<file path="src/rtl/hyperbus_arbiter.sv">
// Two-port round-robin arbiter and burst sequencer in front of the hyperbus
// controller. One port is granted at a time. Its command is latched, rrq/wrq
// is held for the requested word count, and an idle gap follows each burst.
// A stall watchdog aborts bursts whose beats stop arriving.
//
// state | meaning
// ------+---------------------------------------------------------------
// IDLE  | no burst; arbitrate between p0/p1, tie goes opposite last_grant
// XFER  | burst active; hb_*rq asserted, count beats, run stall watchdog
// GAP   | hb_*rq low for GAP_CYCLES so the controller settles in IDLE
module hyperbus_arbiter #(
  parameter int WIDTH       = 8,
  parameter int ADDR_LENGTH = 32,
  parameter int LEN_WIDTH   = 8,
  parameter int GAP_CYCLES  = 2,
  parameter int TIMEOUT     = 255
) (
  input  logic                     clk,
  input  logic                     rstn,

  input  logic                     p0_req,
  input  logic                     p0_we,
  input  logic                     p0_reg_space,
  input  logic [ADDR_LENGTH-1:0]   p0_adr,
  input  logic [LEN_WIDTH-1:0]     p0_len,
  input  logic [2*WIDTH-1:0]       p0_wdat,
  input  logic [2*WIDTH/8-1:0]     p0_wmask,
  output logic                     p0_wready,
  output logic [2*WIDTH-1:0]       p0_rdat,
  output logic                     p0_rvalid,
  output logic                     p0_done,
  output logic                     p0_err,

  input  logic                     p1_req,
  input  logic                     p1_we,
  input  logic                     p1_reg_space,
  input  logic [ADDR_LENGTH-1:0]   p1_adr,
  input  logic [LEN_WIDTH-1:0]     p1_len,
  input  logic [2*WIDTH-1:0]       p1_wdat,
  input  logic [2*WIDTH/8-1:0]     p1_wmask,
  output logic                     p1_wready,
  output logic [2*WIDTH-1:0]       p1_rdat,
  output logic                     p1_rvalid,
  output logic                     p1_done,
  output logic                     p1_err,

  output logic [ADDR_LENGTH-1:0]   hb_adr,
  output logic                     hb_reg_space,
  output logic                     hb_wrq,
  output logic                     hb_rrq,
  output logic [2*WIDTH-1:0]       hb_dat_i,
  output logic [2*WIDTH/8-1:0]     hb_mask,
  input  logic [2*WIDTH-1:0]       hb_dat_o,
  input  logic                     hb_ready,
  input  logic                     hb_valid
);

  localparam int MW  = 2*WIDTH/8;
  localparam int WDW = $clog2(TIMEOUT+1);
  localparam int GW  = $clog2(GAP_CYCLES+1);

  localparam logic [LEN_WIDTH:0] REM_ONE  = 1;
  localparam logic [WDW-1:0]     WD_LAST  = WDW'(TIMEOUT-1);
  localparam logic [GW-1:0]      GAP_LOAD = GW'(GAP_CYCLES-1);

  typedef enum logic [1:0] {IDLE, XFER, GAP} state_e;

  state_e                 state_q, state_d;
  logic                   grant_q, grant_d;
  logic                   last_grant_q, last_grant_d;
  logic                   we_q, we_d;
  logic                   reg_space_q, reg_space_d;
  logic [ADDR_LENGTH-1:0] adr_q, adr_d;
  logic [LEN_WIDTH:0]     rem_q, rem_d;
  logic [WDW-1:0]         wd_q, wd_d;
  logic [GW-1:0]          gap_q, gap_d;

  logic                   xfer, beat_w, beat_r, beat, last_beat, expire, done;
  logic                   gsel;
  logic [LEN_WIDTH-1:0]   sel_len;

  // State and latched command registers.
  always_ff @(posedge clk or negedge rstn) begin
    if (!rstn) begin
      state_q      <= IDLE;
      grant_q      <= 1'b0;
      last_grant_q <= 1'b1;
      we_q         <= 1'b0;
      reg_space_q  <= 1'b0;
      adr_q        <= '0;
      rem_q        <= '0;
      wd_q         <= '0;
      gap_q        <= '0;
    end else begin
      state_q      <= state_d;
      grant_q      <= grant_d;
      last_grant_q <= last_grant_d;
      we_q         <= we_d;
      reg_space_q  <= reg_space_d;
      adr_q        <= adr_d;
      rem_q        <= rem_d;
      wd_q         <= wd_d;
      gap_q        <= gap_d;
    end
  end

  // Arbitration, beat counting, watchdog and output steering.
  always_comb begin
    state_d      = state_q;
    grant_d      = grant_q;
    last_grant_d = last_grant_q;
    we_d         = we_q;
    reg_space_d  = reg_space_q;
    adr_d        = adr_q;
    rem_d        = rem_q;
    wd_d         = wd_q;
    gap_d        = gap_q;
    gsel         = 1'b0;
    sel_len      = '0;

    xfer      = (state_q == XFER);
    beat_w    = xfer &  we_q & hb_ready;
    beat_r    = xfer & ~we_q & hb_valid;
    beat      = beat_w | beat_r;
    last_beat = beat & (rem_q == REM_ONE);
    // a beat always wins over a coincident watchdog expiry
    expire    = xfer & ~beat & (wd_q == WD_LAST);
    done      = last_beat | expire;

    case (state_q)
      IDLE: begin
        if (p0_req || p1_req) begin
          gsel         = (p0_req && p1_req) ? ~last_grant_q : p1_req;
          sel_len      = gsel ? p1_len : p0_len;
          grant_d      = gsel;
          last_grant_d = gsel;
          we_d         = gsel ? p1_we : p0_we;
          reg_space_d  = gsel ? p1_reg_space : p0_reg_space;
          adr_d        = gsel ? p1_adr : p0_adr;
          rem_d        = (sel_len == '0) ? REM_ONE : {1'b0, sel_len};
          wd_d         = '0;
          state_d      = XFER;
        end
      end
      XFER: begin
        if (beat) begin
          rem_d = rem_q - 1'b1;
          wd_d  = '0;
        end else if (!expire) begin
          wd_d = wd_q + 1'b1;
        end
        if (done) begin
          state_d = GAP;
          gap_d   = GAP_LOAD;
        end
      end
      GAP: begin
        if (gap_q == '0) state_d = IDLE;
        else             gap_d   = gap_q - 1'b1;
      end
      default: state_d = IDLE;
    endcase

    hb_wrq       = xfer &  we_q;
    hb_rrq       = xfer & ~we_q;
    hb_adr       = xfer ? adr_q : '0;
    hb_reg_space = xfer & reg_space_q;
    hb_dat_i     = xfer ? (grant_q ? p1_wdat  : p0_wdat)  : '0;
    hb_mask      = xfer ? (grant_q ? p1_wmask : p0_wmask) : {MW{1'b0}};

    p0_wready = beat_w & ~grant_q;
    p0_rvalid = beat_r & ~grant_q;
    p0_done   = done   & ~grant_q;
    p0_err    = expire & ~grant_q;
    p1_wready = beat_w &  grant_q;
    p1_rvalid = beat_r &  grant_q;
    p1_done   = done   &  grant_q;
    p1_err    = expire &  grant_q;
    p0_rdat   = hb_dat_o;
    p1_rdat   = hb_dat_o;
  end

endmodule
</file>
<file path="config.mk">
export PLATFORM = sky130hd
export DESIGN_NAME = hyperbus_arbiter
export DESIGN_NICKNAME = d
export VERILOG_FILES = /design/src/rtl/hyperbus_arbiter.sv
export SDC_FILE = /design/constraint.sdc
export NUM_CORES = 1
export LEC_CHECK = 0
export BUFFER_PORTS_ARGS = -buffer_cell sky130_fd_sc_hd__buf_4
export CAP_MARGIN = 5
export CORE_UTILIZATION = 47
export DETAILED_ROUTE_END_ITERATION = 8
export PLACE_DENSITY_LB_ADDON = 0.25
export SLEW_MARGIN = 40
export SYNTH_ARGS = -nofsm -noshare
export SYNTH_HDL_FRONTEND = slang
export SYNTH_SLANG_ARGS = --single-unit
</file>
<file path="constraint.sdc">
create_clock -name clk -period 4.2 [get_ports clk]
set_input_delay 0.63 -clock clk [delete_from_list [all_inputs] [get_ports clk]]
set_output_delay 0.63 -clock clk [all_outputs]
set_load 0.1 [all_outputs]
</file>
Word-level counts from Yosys, hierarchy flattened
Cells that the tools add are included.
Widths: inputs -> output; s select.
Storage, ports and cells
  register bits after elaboration: 57
  bits in latches: 0
  memory bits (writable): 0
  ROM bits: 0
  input bits: 142
  output and inout port bits: 93
  memories kept: 0
Cells by class
  $add $sub $neg: 3
  multipliers: 0
  divide/modulo/power cells: 0
  $lt $le $gt $ge: 0
  equal/unequal tests: 10
  shift-type cells: 0
  muxes and demuxes: 25
  bitwise logic cells: 22
  reductions and logical operators: 12
Operator list (number)
  $mux 32: 2
  $mux 8: 5
  $mux 16: 2
  $mux 9: 2
  $pmux 9 s2: 1
  $and 1x1->1: 16
  $pmux 8 s2: 1
  $mux 2: 7
  $reduce_and 3->1: 4
  $eq 9x1->1 const B: 1
  $sub 9x1->9 const B: 1
  $add 8x1->8 const B: 1
  $eq 8x8->1 const B: 1
  $logic_not 8->1: 1
  $ne 2x2->1 const B: 3
  $pmux 2 s3: 1
  $logic_not 2->1: 2
  $ne 2x1->1 const B: 2
  $not 1->1: 4
  $pmux 2 s2: 1
  $reduce_bool 2->1: 2
  $mux 1: 3
  $ne 3x3->1 const B: 1
  $eq 2x1->1 const B: 1
  other kinds (6): 7

Depth between registers and ports, before layout
Gate-level depths: netlist (run 1).
  depth in word-level cells: 10
  depth in mapped cells: 8
  mapped depth without buffers: 6

Worst setup path before layout (run 1)
No wires, ideal clock.
  kind: register to output
  start: reg state_q[1]
  end: out p0_wready
  arrival time: 3082 ps
  required time: 3570 ps
  setup slack: 488 ps
  stages on the path, launching flop included: 5
  buffers on the path: 2
  cells stage by stage: dfrtp_1 nand2b_1 clkbuf_1 clkbuf_1 nor3_1
On the way
  word-level cells in the longest chain between the ends: 4
RTL lines
  start, declared: RTL line 68  | state_e state_q, state_d;
  start signal, assigned: RTL line 95  | state_q <= state_d;
  $eq 2x1->1: RTL line 121  | xfer = (state_q == XFER);
  $and 1x1->1 (2 in series): RTL line 122  | beat_w = xfer & we_q & hb_ready;
  $and 1x1->1: RTL line 171  | p0_wready = beat_w & ~grant_q;
  end, declared: RTL line 28  | output logic p0_wready,
No other way between the ends.

Worst setup path after layout (run 1)
  start: reg state_q[0]
  end: out p1_done
On the way
  word-level cells in the longest chain between the ends: 9
RTL lines
  $eq 2x1->1 (*): RTL line 121
  $and 1x1->1 (on tied branches) (2 in series): RTL line 122, 123
  $or 1x1->1: RTL line 124  | beat = beat_w | beat_r;
  $not 1->1: RTL line 127  | expire = xfer & ~beat & (wd_q == WD_LAST);
  $and 1x1->1 (2 in series): RTL line 127
  $or 1x1->1 (*): RTL line 128  | done = last_beat | expire;
  $and 1x1->1 (*): RTL line 177  | p1_done = done & grant_q;
  end, declared: RTL line 44  | output logic p1_done,
Every way passes the cells marked *; elsewhere a longest branch is shown, timed or not.

==> impl_results.html, run 1 <==
<table>
<tr><th>Metric</th><th>Value</th></tr>
<tr><th colspan="2">Placed design</th></tr>
<tr><td>DP HPWL</td><td>7550 µm</td></tr>
<tr><td>Port Buffers</td><td>186</td></tr>
<tr><td>Final weighted congestion in routability-driven placement</td><td>0.861</td></tr>
<tr><td>Placed cell area</td><td>0.00502 mm²</td></tr>
<tr><td># placed instances</td><td>664</td></tr>
<tr><th colspan="2">Detailed routing</th></tr>
<tr><td>Routed vias</td><td>3,556</td></tr>
<tr><td>First-pass DRT Iterations</td><td>4</td></tr>
<tr><td>Antenna-violating nets left</td><td>0</td></tr>
<tr><td>Via density per instance</td><td>between 5 and 6</td></tr>
<tr><td>Sum of routed wire length over all layers</td><td>9980 µm</td></tr>
<tr><td>Residual DRC count</td><td>0</td></tr>
<tr><td>Average wire length per cell after detail routing</td><td>about 15 µm</td></tr>
<tr><td>First-iteration detailed-routing DRC count</td><td>160</td></tr>
<tr><th colspan="2">Floorplan</th></tr>
<tr><td>Die boundary width</td><td>about 92 µm</td></tr>
<tr><td>Core area</td><td>0.00777 mm²</td></tr>
<tr><td>Height of the die</td><td>91.9 µm</td></tr>
<tr><td>IO Count</td><td>235</td></tr>
<tr><td>Standard-cell row count</td><td>32</td></tr>
<tr><td>Effective utilization at floorplan</td><td>0.489</td></tr>
<tr><td>Die area</td><td>0.00844 mm²</td></tr>
<tr><th colspan="2">Synth</th></tr>
<tr><td>Number of storage elements in the synthesis netlist</td><td>between 50 and 60</td></tr>
<tr><td>Ys flop type</td><td>sky130_fd_sc_hd__dfrtp_1</td></tr>
<tr><td>Nets in the synthesized netlist</td><td>579</td></tr>
<tr><td>Number of enable flip-flop cells after synthesis</td><td>0</td></tr>
<tr><td>Post-synth design cell area</td><td>0.00379 mm²</td></tr>
<tr><td>Average cell area after synthesis</td><td>8.78 µm²</td></tr>
<tr><td>Yosys Warn Count</td><td>0</td></tr>
<tr><td>Number of distinct library cells after synthesis</td><td>46</td></tr>
<tr><td>Sequential area share after synthesis</td><td>0.376</td></tr>
<tr><td>Post-Syn Instances</td><td>432</td></tr>
<tr><td>Fraction of registers with async set/reset</td><td>1.00</td></tr>
<tr><th colspan="2">Timing</th></tr>
<tr><td>Fin Clk Skew</td><td>0.00580 ns</td></tr>
<tr><td>Sum Neg Setup Slack</td><td>0 ns</td></tr>
<tr><td>Min cycle time layout</td><td>2.83 ns</td></tr>
<tr><td>Worst Tran Pin Value</td><td>a little over 0.7 ns</td></tr>
<tr><td>RSZ-0062 raised after global routing</td><td>false</td></tr>
<tr><td>Endpoints failing hold</td><td>0</td></tr>
<tr><td>Headroom to the max-slew limit</td><td>0.516</td></tr>
<tr><td>Final setup violation count</td><td>0</td></tr>
<tr><td>Crit share post-route</td><td>0.673</td></tr>
<tr><td>Maximum clock rate</td><td>about 350 MHz</td></tr>
<tr><td>Max-slew violation total from the final report</td><td>0</td></tr>
<tr><td>Final hold slack</td><td>0.354 ns</td></tr>
<tr><th colspan="2">Critical path</th></tr>
<tr><td>Maximum cell stage delay along the critical path</td><td>between 0.4 and 0.5 ns</td></tr>
<tr><td>Kind of end point of the critical path</td><td>primary output</td></tr>
<tr><td>Critical register-to-register path startpoint</td><td>state_q[1]$_DFFE_PN0P_</td></tr>
<tr><td>Slowest-stage cell, CP</td><td>sky130_fd_sc_hd__dfrtp_1</td></tr>
<tr><td>Worst reg-to-reg path cell count</td><td>4</td></tr>
<tr><td>Chain of cells forming the critical path</td><td>nor2b_4 &gt; and4_4 &gt; a41o_1 &gt; and2_1 &gt; buf_4</td></tr>
<tr><td>Largest fanout on the critical path</td><td>20</td></tr>
<tr><td>Critical Path Start Type</td><td>flip-flop</td></tr>
<tr><td>Worst Path Required</td><td>3.57 ns</td></tr>
<tr><td>Buffer and inverter count on the worst path</td><td>1</td></tr>
<tr><td>Dominant delay contributor by cell family on the critical path</td><td>simple AND/OR/NAND/NOR gates</td></tr>
<tr><td>Endpoint of the worst-slack reg-to-reg timing path</td><td>rem_q[8]$_DFFE_PN0P_</td></tr>
<tr><td>Crit path arrival time</td><td>2.20 ns</td></tr>
<tr><td>R2R Setup Slk</td><td>a little over 2 ns</td></tr>
<tr><td>Critical path type</td><td>flip-flop to primary output</td></tr>
<tr><th colspan="2">Power</th></tr>
<tr><td>Combinational share of power</td><td>0.691</td></tr>
<tr><td>Switching power summed over all nets</td><td>0.00278 W</td></tr>
<tr><td>Flop pwr share</td><td>0.213</td></tr>
<tr><td>Clk network pwr share</td><td>0.096</td></tr>
<tr><td>Leakage power total</td><td>2.60 nW</td></tr>
<tr><td>Switching power as a share of total power</td><td>0.610</td></tr>
<tr><td>Internal</td><td>0.00178 W</td></tr>
<tr><td>Power density over the cells</td><td>a little under 900 mW/mm²</td></tr>
<tr><td>VDD IR max</td><td>between 500 and 600 µV</td></tr>
<tr><th colspan="2">Clock tree</th></tr>
<tr><td>Post-CTS Setup Inserts</td><td>0</td></tr>
<tr><td>H-Tree Depth</td><td>3</td></tr>
<tr><td>Insertion delay of the later-clocked pin in the worst-skew pair</td><td>0.33 ns</td></tr>
<tr><td>CTS tree</td><td>done</td></tr>
<tr><td>Number of resized instances in the post-cts repair step</td><td>0</td></tr>
<tr><td># clock sinks</td><td>57</td></tr>
<tr><td>Clock-pin slew of the registers on the worst-case setup and hold paths</td><td>0.06 ns</td></tr>
<tr><td>Root cell of the clock tree</td><td>sky130_fd_sc_hd__clkbuf_8</td></tr>
<tr><td>Number of buffers inserted for hold repair after clock tree synthesis</td><td>0</td></tr>
<tr><td>Number of buffers created by CTS</td><td>9</td></tr>
<tr><td>Clock Path Buffers</td><td>2</td></tr>
<tr><th colspan="2">Finish</th></tr>
<tr><td>Layout net count</td><td>720</td></tr>
<tr><td>Cell area after layout</td><td>0.00518 mm²</td></tr>
<tr><td>Synthesis-to-finish area growth</td><td>36.5%</td></tr>
<tr><td>Antenna diode count</td><td>0</td></tr>
<tr><td>Filler cell count</td><td>664</td></tr>
<tr><td>Proportion of layout cells with a drive suffix above 1</td><td>0.370</td></tr>
<tr><td>Final Non-Filler Cells</td><td>678</td></tr>
<tr><td>Utilization after layout</td><td>0.667</td></tr>
<tr><th colspan="2">Global route</th></tr>
<tr><td>Global-route congestion overflow total</td><td>0</td></tr>
<tr><td>Vias in the first global route</td><td>3,427</td></tr>
<tr><td>Overall routing resource usage</td><td>0.237</td></tr>
<tr><td>Largest net degree at the start of global routing</td><td>58</td></tr>
<tr><td>Antenna violations before repair</td><td>0</td></tr>
<tr><td>Global-route wire length before repair</td><td>between 15,000 and 20,000 µm</td></tr>
<tr><th colspan="2">Worst hold path</th></tr>
<tr><td>Kind of path behind the tightest hold check</td><td>input port to async pin</td></tr>
<tr><th colspan="2">Run</th></tr>
<tr><td>Max-capacitance violation count</td><td>0</td></tr>
<tr><th colspan="2">Status</th></tr>
<tr><td>Run status</td><td>complete, no violations</td></tr>
</table>
[power groups by stage]
stage / combinational (W) / sequential [W] / clock, W
after floorplan: 0.00272 / 0.000878 / 0
after global placement: 0.00312 / 0.000964 / 0
after detailed placement: 0.00315 / 0.000977 / 0
after CTS: 0.00316 / 0.000971 / 0.000448
after global routing: 0.00329 / 0.00101 / 0.000480
final: 0.00315 / 0.000972 / 0.000437
[sequential cells by signal, summed over array words and instances (netlist names)]
signal,flops
adr_q,32
gap_q,2
grant_q,1
last_grant_q,1
reg_space_q,1
rem_q,9
state_q,2
wd_q,8
we_q,1
[worst register-to-register path: cells and delay by family (launching register included)]
family,cells,cell delay [ns]
simple gates,2,1.11
compound gates,2,0.52
flops,1,0.47
[metrics by stage]
step	power, W	setup slack, ns
final	0.00456	1.37
after global placement	0.00408	1.65
after CTS	0.00458	1.35
after floorplan	0.00360	0.488
after detailed placement	0.00413	1.58
after global routing	0.00478	1.19
[cells in the mapped netlist, types with 2 or more instances]
cell type / n / area (µm²)
sky130_fd_sc_hd__o22a_1: 2 / 17.5
sky130_fd_sc_hd__nand2_1: 45 / 169
sky130_fd_sc_hd__nor4_1: 2 / 12.5
sky130_fd_sc_hd__or4_1: 7 / 52.6
sky130_fd_sc_hd__and2_1: 36 / 225
sky130_fd_sc_hd__o211ai_1: 2 / 15.0
sky130_fd_sc_hd__o21ai_0: 54 / 270
sky130_fd_sc_hd__a31oi_1: 2 / 12.5
sky130_fd_sc_hd__nand2b_1: 3 / 18.8
sky130_fd_sc_hd__a21oi_1: 13 / 65.1
sky130_fd_sc_hd__mux2_2: 4 / 45.0
sky130_fd_sc_hd__nand3_1: 5 / 25.0
sky130_fd_sc_hd__a22o_1: 3 / 26.3
sky130_fd_sc_hd__o22ai_1: 2 / 12.5
sky130_fd_sc_hd__buf_2: 6 / 30.0
sky130_fd_sc_hd__or3_1: 4 / 25.0
sky130_fd_sc_hd__inv_1: 8 / 30.0
sky130_fd_sc_hd__buf_4: 35 / 263
sky130_fd_sc_hd__dfrtp_1: 56 / 1400
sky130_fd_sc_hd__clkbuf_1: 17 / 63.8
sky130_fd_sc_hd__and3_1: 2 / 12.5
sky130_fd_sc_hd__mux2i_1: 57 / 571
sky130_fd_sc_hd__nor2_1: 30 / 113
sky130_fd_sc_hd__nand4_1: 2 / 12.5
sky130_fd_sc_hd__o31ai_1: 5 / 37.5
sky130_fd_sc_hd__nor2b_1: 2 / 12.5
sky130_fd_sc_hd__nor3_1: 5 / 25.0
sky130_fd_sc_hd__ha_1: 5 / 62.6
[final cells by class]
| cell class | count | area (µm²) | area share |
|---|---|---|---|
| clock buffers | 14 | 163 | 0.0314 |
| inverters | 8 | 30.0 | 0.00580 |
| multi-input cells | 307 | 2000 | 0.386 |
| flip-flops and latches | 57 | 1430 | 0.276 |
| well taps | 102 | 128 | 0.0246 |
| repair buffers | 190 | 1430 | 0.277 |
[layout by cell type, fill, tap and decap left out, drive strengths merged, types with 3 or more instances in the layout]
cell type	n
a21oi	13
and2	36
buf	190
o31ai	5
nand3	5
nor2	30
mux2	4
nand2b	3
nor3	5
ha	5
dfrtp	56
inv	8
o21ai	55
or4	7
or3	4
mux2i	57
nand2	45
a22o	3
clkbuf	14
[per-layer routing]
layer | share of wire | GRT usage | routed length, µm
met5 | 0 | 0 | 0
met4 | 0.012 | 0.0690 | 123
met3 | 0.095 | 0.0954 | 944
met2 | 0.50 | 0.400 | 4960
met1 | 0.40 | 0.276 | 3950
[worst max path at each step]
stage | from | slack [ns] | endpoint | cells past startpoint
after detailed placement | hb_ready | 1.58 | p1_done | 6
after floorplan | state_q[1]$_DFFE_PN0P_ | 0.49 | p0_wready | 4
after CTS | state_q[0]$_DFFE_PN0P_ | 1.35 | p1_done | 5
after global placement | hb_ready | 1.65 | p1_done | 6
after global routing | state_q[0]$_DFFE_PN0P_ | 1.19 | p1_done | 5
final | state_q[0]$_DFFE_PN0P_ | 1.37 | p1_done | 5
[cell families (layout without fill, tap and decap cells)]
family | count (synthesis) | after routing | share of synthesized area
simple gates | 150 | 150 | 0.201
compound gates | 91 | 91 | 0.138
flops | 57 | 57 | 0.376
fa+ha+maj | 5 | 5 | 0.0165
buf+inv | 68 | 212 | 0.106
mux | 61 | 61 | 0.162
Power figures use the tool's default switching activity.
==> inputs of run 2 (changes only) <==
--- a/config.mk
+++ b/config.mk
@@ -5,9 +5,10 @@
 export SDC_FILE = /design/constraint.sdc
 export NUM_CORES = 1
 export LEC_CHECK = 0
+export ABC_AREA = 1
 export BUFFER_PORTS_ARGS = -buffer_cell sky130_fd_sc_hd__buf_4
 export CAP_MARGIN = 5
-export CORE_UTILIZATION = 47
+export CORE_UTILIZATION = 40
 export DETAILED_ROUTE_END_ITERATION = 8
 export PLACE_DENSITY_LB_ADDON = 0.25
 export SLEW_MARGIN = 40
==> constraint.sdc (replaced) <==
create_clock -name clk -period 2.3 [get_ports clk]
set_input_delay 0.345 -clock clk [delete_from_list [all_inputs] [get_ports clk]]
set_output_delay 0.345 -clock clk [all_outputs]
set_load 0.1 [all_outputs]
==> impl_results.html, run 2 <==
<table>
<tr><th>Metric</th><th>Value</th></tr>
<tr><th colspan="2">Synth</th></tr>
<tr><td>Post-synth design cell area</td><td>0.00389 mm²</td></tr>
<tr><td>Sequential area share after synthesis</td><td>0.367</td></tr>
<tr><td>Most common cell in the netlist</td><td>sky130_fd_sc_hd__nand2_1</td></tr>
<tr><td>Fraction of registers with async set/reset</td><td>1.00</td></tr>
<tr><td>Number of distinct library cells after synthesis</td><td>27</td></tr>
<tr><td>Main area contributors after synthesis</td><td>sky130_fd_sc_hd__dfrtp_1 36%, sky130_fd_sc_hd__nand2_1 13%, sky130_fd_sc_hd__nor2_1 9.1%</td></tr>
<tr><td>Post-synthesis cell type with the largest combined area</td><td>sky130_fd_sc_hd__dfrtp_1</td></tr>
<tr><td>Number of storage elements in the synthesis netlist</td><td>57</td></tr>
<tr><td>Yosys Warn Count</td><td>0</td></tr>
<tr><td>Post-Syn Instances</td><td>577</td></tr>
<tr><td>Ys flop type</td><td>sky130_fd_sc_hd__dfrtp_1</td></tr>
<tr><td>Fraction of synthesized cell area taken by the top area cell type</td><td>0.360</td></tr>
<tr><td>Nets in the synthesized netlist</td><td>724</td></tr>
<tr><td>Average cell area after synthesis</td><td>6.75 µm²</td></tr>
<tr><td>Number of enable flip-flop cells after synthesis</td><td>0</td></tr>
<tr><td>Cell types with the highest counts after synthesis</td><td>138 x sky130_fd_sc_hd__nand2_1, 94 x sky130_fd_sc_hd__nor2_1, 67 x sky130_fd_sc_hd__inv_1, 56 x sky130_fd_sc_hd__dfrtp_1, 48 x sky130_fd_sc_hd__o21ai_0</td></tr>
<tr><th colspan="2">Global route</th></tr>
<tr><td>Overall routing resource usage</td><td>0.227</td></tr>
<tr><td>Vias in the first global route</td><td>4,003</td></tr>
<tr><td>Global-route wire length before repair</td><td>18,300 µm</td></tr>
<tr><td>Global-route congestion overflow total</td><td>0</td></tr>
<tr><td>Antenna violations before repair</td><td>0</td></tr>
<tr><td>Largest net degree at the start of global routing</td><td>58</td></tr>
<tr><th colspan="2">Critical path</th></tr>
<tr><td>Chain of cells forming the critical path</td><td>inv_2 &gt; nor2_4 &gt; inv_2 &gt; buf_6 &gt; a21oi_1 &gt; buf_6</td></tr>
<tr><td>Crit path arrival time</td><td>1.83 ns</td></tr>
<tr><td>Worst Path Required</td><td>1.96 ns</td></tr>
<tr><td>Critical Path Start Type</td><td>flip-flop</td></tr>
<tr><td>Slowest-stage cell, CP</td><td>sky130_fd_sc_hd__dfrtp_1</td></tr>
<tr><td>Maximum cell stage delay along the critical path</td><td>around 0.37 ns</td></tr>
<tr><td>Kind of end point of the critical path</td><td>primary output</td></tr>
<tr><td>Dominant delay contributor by cell family on the critical path</td><td>buffers and inverters</td></tr>
<tr><td>Critical path type</td><td>flip-flop to primary output</td></tr>
<tr><td>Largest fanout on the critical path</td><td>48</td></tr>
<tr><td>Buffer and inverter count on the worst path</td><td>4</td></tr>
<tr><th colspan="2">Timing</th></tr>
<tr><td>Max-slew violation total from the final report</td><td>0</td></tr>
<tr><td>Fin Clk Skew</td><td>around 0.012 ns</td></tr>
<tr><td>Maximum clock rate</td><td>460 MHz</td></tr>
<tr><td>Endpoints failing hold</td><td>0</td></tr>
<tr><td>Min cycle time layout</td><td>~2.2 ns</td></tr>
<tr><td>Sum Neg Setup Slack</td><td>0 ns</td></tr>
<tr><td>Slack of the critical path</td><td>0.125 ns</td></tr>
<tr><td>Crit share post-route</td><td>0.946</td></tr>
<tr><td>Headroom to the max-slew limit</td><td>0.514</td></tr>
<tr><td>Worst Tran Pin Value</td><td>0.729 ns</td></tr>
<tr><td>Final setup violation count</td><td>0</td></tr>
<tr><th colspan="2">Clock tree</th></tr>
<tr><td>Clock-pin slew of the registers on the worst-case setup and hold paths</td><td>approximately 0.070 ns</td></tr>
<tr><td>Insertion delay of the later-clocked pin in the worst-skew pair</td><td>between 0.3 and 0.4 ns</td></tr>
<tr><td>Number of buffers created by CTS</td><td>9</td></tr>
<tr><td>Root cell of the clock tree</td><td>sky130_fd_sc_hd__clkbuf_8</td></tr>
<tr><td>Number of buffers inserted for hold repair after clock tree synthesis</td><td>0</td></tr>
<tr><td>CTS tree</td><td>done</td></tr>
<tr><td>H-Tree Depth</td><td>3</td></tr>
<tr><td>Clock Path Buffers</td><td>2</td></tr>
<tr><td># clock sinks</td><td>57</td></tr>
<tr><th colspan="2">Finish</th></tr>
<tr><td>Layout net count</td><td>873</td></tr>
<tr><td>Register bank with the most flops</td><td>adr_q</td></tr>
<tr><td>Area taken by flip-flops and latches</td><td>0.00143 mm²</td></tr>
<tr><td>Filler cell count</td><td>900</td></tr>
<tr><td>Regs by FF count</td><td>adr_q x32, rem_q x9, wd_q x8</td></tr>
<tr><td>Proportion of layout cells with a drive suffix above 1</td><td>0.390</td></tr>
<tr><td>Synthesis-to-finish area growth</td><td>43.8%</td></tr>
<tr><td>Antenna diode count</td><td>0</td></tr>
<tr><td>Area of the multi-input gates</td><td>0.00199 mm²</td></tr>
<tr><td>Commonest non-fill, non-tap cells in the layout</td><td>189 x sky130_fd_sc_hd__buf_4, 137 x sky130_fd_sc_hd__nand2_1, 64 x sky130_fd_sc_hd__inv_1</td></tr>
<tr><td>Most common cell after layout, fill and taps aside</td><td>sky130_fd_sc_hd__buf_4</td></tr>
<tr><td>Flip-flop count of the largest register, all copies and words added</td><td>32</td></tr>
<tr><th colspan="2">Detailed routing</th></tr>
<tr><td>Antenna-violating nets left</td><td>0</td></tr>
<tr><td>Routed vias</td><td>4,099</td></tr>
<tr><td>Residual DRC count</td><td>0</td></tr>
<tr><td>Sum of routed wire length over all layers</td><td>11,300 µm</td></tr>
<tr><td>First-iteration detailed-routing DRC count</td><td>144</td></tr>
<tr><td>Via density per instance</td><td>4.77</td></tr>
<tr><td>Average wire length per cell after detail routing</td><td>13.1 µm</td></tr>
<tr><td>First-pass DRT Iterations</td><td>5</td></tr>
<tr><th colspan="2">Floorplan</th></tr>
<tr><td>Die area</td><td>0.0101 mm²</td></tr>
<tr><td>IO Count</td><td>235</td></tr>
<tr><td>Standard-cell row count</td><td>35</td></tr>
<tr><td>Core area</td><td>0.00933 mm²</td></tr>
<tr><td>Height of the die</td><td>between 100 and 150 µm</td></tr>
<tr><td>Die boundary width</td><td>101 µm</td></tr>
<tr><td>Effective utilization at floorplan</td><td>0.417</td></tr>
<tr><th colspan="2">Worst hold path</th></tr>
<tr><td>Kind of path behind the tightest hold check</td><td>input port to async pin</td></tr>
<tr><th colspan="2">Placed design</th></tr>
<tr><td>Final weighted congestion in routability-driven placement</td><td>0.807</td></tr>
<tr><td>Port Buffers</td><td>186</td></tr>
<tr><td>DP HPWL</td><td>8460 µm</td></tr>
<tr><td>Worst-case setup slack after placement</td><td>0.122 ns</td></tr>
<tr><th colspan="2">Power</th></tr>
<tr><td>Leakage power total</td><td>about 2.9 nW</td></tr>
<tr><td>Power, Total</td><td>0.00949 W</td></tr>
<tr><td>VDD IR max</td><td>between 1000 and 1500 µV</td></tr>
<tr><td>Power density over the cells</td><td>1700 mW/mm²</td></tr>
<tr><th colspan="2">Status</th></tr>
<tr><td>Run status</td><td>complete, no violations</td></tr>
<tr><th colspan="2">Run</th></tr>
<tr><td>Max-capacitance violation count</td><td>0</td></tr>
</table>
[run 2: timing repair]
item	4_1_cts	5_1_grt
setup buffers	0	5
pin swaps	0	5
setup endpoints to repair	39	43
resized for setup	5	18
[run 2: cell type report]
cell class / instances / share of cell area
Sequential cell: 57 / 0.255
Timing Repair Buffer: 199 / 0.277
Clock inverter: 4 / 0.00916
Clock buffer: 12 / 0.0277
Tap cell: 129 / 0.0288
Multi-Input combinational cell: 388 / 0.355
Inverter: 71 / 0.0476
[run 2: report_power, final]
part | total [W] | switching [W] | internal, W | leakage (nW)
clock network | 0.000960 | 0.000400 | 0.000560 | 0.103
registers | 0.00162 | 0.000191 | 0.00143 | 0.708
logic | 0.00691 | 0.00531 | 0.00160 | 2.07
[run 2: per-stage QoR]
| step | cells | hold slack, ns | util | area, µm² |
|---|---|---|---|---|
| after global routing | 860 | 0.117 | 0.600 | 5600 |
| final | 860 | 0.0418 | 0.600 | 5600 |
| after floorplan | 577 | 0.0494 | - | 4030 |
| after detailed placement | 839 | 0.456 | 0.566 | 5280 |
| after CTS | 855 | 0.0884 | 0.590 | 5500 |
| after global placement | 839 | 0.453 | 0.566 | 5280 |
[run 2: layer usage]
metal,part of all wire,global-route usage,vias to the layer above
li1,-,-,2088
met1,0.42,0.278,1878
met2,0.52,0.400,124
met3,0.053,0.0541,9
met4,0.0077,0.0580,0
met5,0,0,-
[run 2: path summary, 6_finish.rpt]
path                                          startpoint                  endpoint  slack [ns]  cells past startpoint
min in group clk                              p1_adr[28]     adr_q[28]$_DFFE_PN0P_        0.27                      3
max in group asynchronous                           rstn       wd_q[4]$_DFFE_PN0P_        1.69                      1
worst max-delay path              state_q[0]$_DFFE_PN0P_               hb_dat_i[5]        0.12                      6
worst min register to register  last_grant_q$_DFFE_PN1P_  last_grant_q$_DFFE_PN1P_        0.48                      2
worst max register to register  last_grant_q$_DFFE_PN1P_      rem_q[0]$_DFFE_PN0P_        0.58                     11
worst min-delay path                                rstn      rem_q[2]$_DFFE_PN0P_        0.04                      1
[run 2: cell families (layout without fill, tap and decap cells)]
| group | count (synthesis) | count (layout) | share of synthesized area |
|---|---|---|---|
| AND/OR/NAND/NOR | 272 | 272 | 0.292 |
| buffers and inverters | 132 | 286 | 0.168 |
| flip-flops | 57 | 57 | 0.367 |
| XOR/XNOR | 3 | 3 | 0.00675 |
| adder cells (fa/ha/maj) | 5 | 5 | 0.0161 |
| AO/OA/AOI/OAI | 108 | 108 | 0.150 |
==> inputs of run 3 (changes only) <==
==> constraint.sdc (replaced) <==
create_clock -name clk -period 2 [get_ports clk]
set_input_delay 0.3 -clock clk [delete_from_list [all_inputs] [get_ports clk]]
set_output_delay 0.3 -clock clk [all_outputs]
set_load 0.1 [all_outputs]
==> impl_results.html, run 3 (synthesis gave the netlist of run 2 again) <==
<table>
<tr><th>Metric</th><th>Value</th></tr>
<tr><th colspan="2">Status</th></tr>
<tr><td>Run status</td><td>finished with violations</td></tr>
<tr><td>Violations in the final reports</td><td>negative setup slack</td></tr>
<tr><th colspan="2">Critical path</th></tr>
<tr><td>Critical path type</td><td>flip-flop to primary output</td></tr>
<tr><td>Kind of end point of the critical path</td><td>primary output</td></tr>
<tr><td>Worst reg-to-reg path cell count</td><td>9</td></tr>
<tr><td>Worst Path Required</td><td>1.70 ns</td></tr>
<tr><td>Crit path arrival time</td><td>1.72 ns</td></tr>
<tr><td>Largest fanout on the critical path</td><td>5</td></tr>
<tr><td>Critical Path Start Type</td><td>flip-flop</td></tr>
<tr><th colspan="2">Timing</th></tr>
<tr><td>Maximum clock rate</td><td>494 MHz</td></tr>
<tr><td>Headroom to the max-slew limit</td><td>0.607</td></tr>
<tr><td>Endpoints failing hold</td><td>0</td></tr>
<tr><td>Slack of the critical path</td><td>-0.0223 ns</td></tr>
<tr><td>Fin Clk Skew</td><td>0.0126 ns</td></tr>
<tr><td>Min cycle time layout</td><td>2.02 ns</td></tr>
<tr><td>Max-slew violation total from the final report</td><td>0</td></tr>
<tr><td>RSZ-0062 raised after global routing</td><td>true</td></tr>
<tr><td>Crit share post-route</td><td>1.01</td></tr>
<tr><td>Final setup violation count</td><td>6</td></tr>
<tr><td>Sum Neg Setup Slack</td><td>-0.0830 ns</td></tr>
<tr><td>Worst Tran Pin Value</td><td>between 0.5 and 0.6 ns</td></tr>
<tr><th colspan="2">Clock tree</th></tr>
<tr><td>Number of buffers created by CTS</td><td>9</td></tr>
<tr><td>Clock-pin slew of the registers on the worst-case setup and hold paths</td><td>~0.080 ns</td></tr>
<tr><td>Clock Path Buffers</td><td>2</td></tr>
<tr><td>H-Tree Depth</td><td>3</td></tr>
<tr><td>Insertion delay of the later-clocked pin in the worst-skew pair</td><td>0.33 ns</td></tr>
<tr><td># clock sinks</td><td>between 50 and 60</td></tr>
<tr><td>CTS tree</td><td>done</td></tr>
<tr><td>Root cell of the clock tree</td><td>sky130_fd_sc_hd__clkbuf_8</td></tr>
<tr><th colspan="2">Placed design</th></tr>
<tr><td>Placed cell area</td><td>between 0.005 and 0.006 mm²</td></tr>
<tr><td>DP HPWL</td><td>8940 µm</td></tr>
<tr><td># placed instances</td><td>843</td></tr>
<tr><td>Final weighted congestion in routability-driven placement</td><td>~0.9</td></tr>
<tr><td>Port Buffers</td><td>roughly 190</td></tr>
<tr><th colspan="2">Global route</th></tr>
<tr><td>Antenna violations before repair</td><td>0</td></tr>
<tr><td>Largest net degree at the start of global routing</td><td>slightly above 70</td></tr>
<tr><td>Global-route congestion overflow total</td><td>0</td></tr>
<tr><td>Vias in the first global route</td><td>between 4,000 and 5,000</td></tr>
<tr><td>Overall routing resource usage</td><td>0.251</td></tr>
<tr><td>Global-route wire length before repair</td><td>between 15,000 and 20,000 µm</td></tr>
<tr><th colspan="2">Floorplan</th></tr>
<tr><td>Core area</td><td>between 0.009 and 0.01 mm²</td></tr>
<tr><td>Die boundary width</td><td>101 µm</td></tr>
<tr><td>Height of the die</td><td>101 µm</td></tr>
<tr><td>IO Count</td><td>235</td></tr>
<tr><td>Die area</td><td>0.0101 mm²</td></tr>
<tr><td>Standard-cell row count</td><td>35</td></tr>
<tr><td>Effective utilization at floorplan</td><td>0.417</td></tr>
<tr><th colspan="2">Finish</th></tr>
<tr><td>Proportion of layout cells with a drive suffix above 1</td><td>0.435</td></tr>
<tr><td>Filler cell count</td><td>687</td></tr>
<tr><td>Cell area after layout</td><td>0.00686 mm²</td></tr>
<tr><td>Antenna diode count</td><td>0</td></tr>
<tr><td>Commonest non-fill, non-tap cells in the layout</td><td>151 x sky130_fd_sc_hd__buf_4, 137 x sky130_fd_sc_hd__nand2_1, 63 x sky130_fd_sc_hd__inv_1</td></tr>
<tr><td>Register bank with the most flops</td><td>adr_q</td></tr>
<tr><td>Most common cell after layout, fill and taps aside</td><td>sky130_fd_sc_hd__buf_4</td></tr>
<tr><td>Flip-flop count of the largest register, all copies and words added</td><td>32</td></tr>
<tr><td>Final Non-Filler Cells</td><td>883</td></tr>
<tr><td>Synthesis-to-finish area growth</td><td>76.3%</td></tr>
<tr><td>Regs by FF count</td><td>adr_q x32, rem_q x9, wd_q x8</td></tr>
<tr><td>Layout net count</td><td>896</td></tr>
<tr><th colspan="2">Detailed routing</th></tr>
<tr><td>Via density per instance</td><td>5.07</td></tr>
<tr><td>Routed vias</td><td>4,480</td></tr>
<tr><td>First-iteration detailed-routing DRC count</td><td>approximately 170</td></tr>
<tr><td>Average wire length per cell after detail routing</td><td>15.2 µm</td></tr>
<tr><td>First-pass DRT Iterations</td><td>4</td></tr>
<tr><td>Residual DRC count</td><td>0</td></tr>
<tr><td>Sum of routed wire length over all layers</td><td>13,500 µm</td></tr>
<tr><td>Antenna-violating nets left</td><td>0</td></tr>
<tr><th colspan="2">Power</th></tr>
<tr><td>Leakage power total</td><td>3.29 nW</td></tr>
<tr><td>VDD IR max</td><td>roughly 1600 µV</td></tr>
<tr><td>Power, Total</td><td>0.0135 W</td></tr>
<tr><td>Power density over the cells</td><td>1960 mW/mm²</td></tr>
<tr><th colspan="2">Worst hold path</th></tr>
<tr><td>Kind of path behind the tightest hold check</td><td>input port to flip-flop</td></tr>
<tr><td>WHS Path Cells</td><td>3</td></tr>
<tr><th colspan="2">Run</th></tr>
<tr><td>Max-capacitance violation count</td><td>0</td></tr>
</table>
## run 3: through the flow
step / util / hold WS, ns / setup WS, ns
after floorplan: - / 0.00441 / -0.328
final: 0.736 / 0.222 / -0.0223
after detailed placement: 0.610 / 0.422 / 0.0349
after CTS: 0.667 / 0.0605 / -0.0118
after global placement: 0.610 / 0.415 / 0.107
after global routing: 0.736 / 0.221 / -0.0998
## run 3: final cells by class
type                       instances  area, µm²  share of cell area
timing repair buffer             221       2390               0.348
multi-input combinational        388       2360               0.344
sequential                        57       1430               0.208
inverter                          71        275              0.0401
clock buffer                      12        165              0.0241
tap                              129        161              0.0235
clock inverter                     4       73.8              0.0108
timing repair inverter             1       5.00            0.000729
## run 3: report_power, final
group | internal, W | switching (W) | leakage [nW]
logic | 0.00344 | 0.00688 | 2.46
clock network | 0.000804 | 0.000488 | 0.123
registers | 0.00164 | 0.000206 | 0.709
total | 0.00589 | 0.00757 | 3.29
## run 3: path summary, 6_finish.rpt
| check | slack (ns) | end | startpoint |
|---|---|---|---|
| max | -0.02 | p0_done | state_q[1]$_DFFE_PN0P_ |
| min reg2reg | 0.49 | rem_q[6]$_DFFE_PN0P_ | rem_q[6]$_DFFE_PN0P_ |
| max in group asynchronous | 1.10 | adr_q[27]$_DFFE_PN0P_ | rstn |
| min | 0.22 | adr_q[3]$_DFFE_PN0P_ | p1_adr[3] |
| max reg2reg | 0.29 | wd_q[2]$_DFFE_PN0P_ | state_q[1]$_DFFE_PN0P_ |
| min in group asynchronous | 0.50 | wd_q[1]$_DFFE_PN0P_ | rstn |
## run 3: worst max-delay path, cell delays in order, from the launching register on
cell	delay, ns
sky130_fd_sc_hd__dfrtp_1	0.42
sky130_fd_sc_hd__nor2_4	0.16
sky130_fd_sc_hd__buf_6	0.15
sky130_fd_sc_hd__nand3_4	0.09
sky130_fd_sc_hd__nand3_2	0.11
sky130_fd_sc_hd__nor2_4	0.06
sky130_fd_sc_hd__nor2_4	0.18
sky130_fd_sc_hd__nor2_4	0.05
sky130_fd_sc_hd__buf_12	0.17
## run 3: metal layers
metal / track usage / routed length, µm / vias up
li1: - / - / 2144
met1: 0.294 / 5250 / 2130
met2: 0.446 / 7060 / 177
met3: 0.0555 / 753 / 29
met4: 0.0992 / 400 / 0
met5: 0 / 0 / -
## run 3: timing repair
item	in CTS	in global routing
hold endpoints to repair	0	56
endpoints found under the setup margin	59	60
hold buffers	0	1
pin swaps	7	6
setup buffers	14	5
gates cloned	1	3
resized for setup	51	124
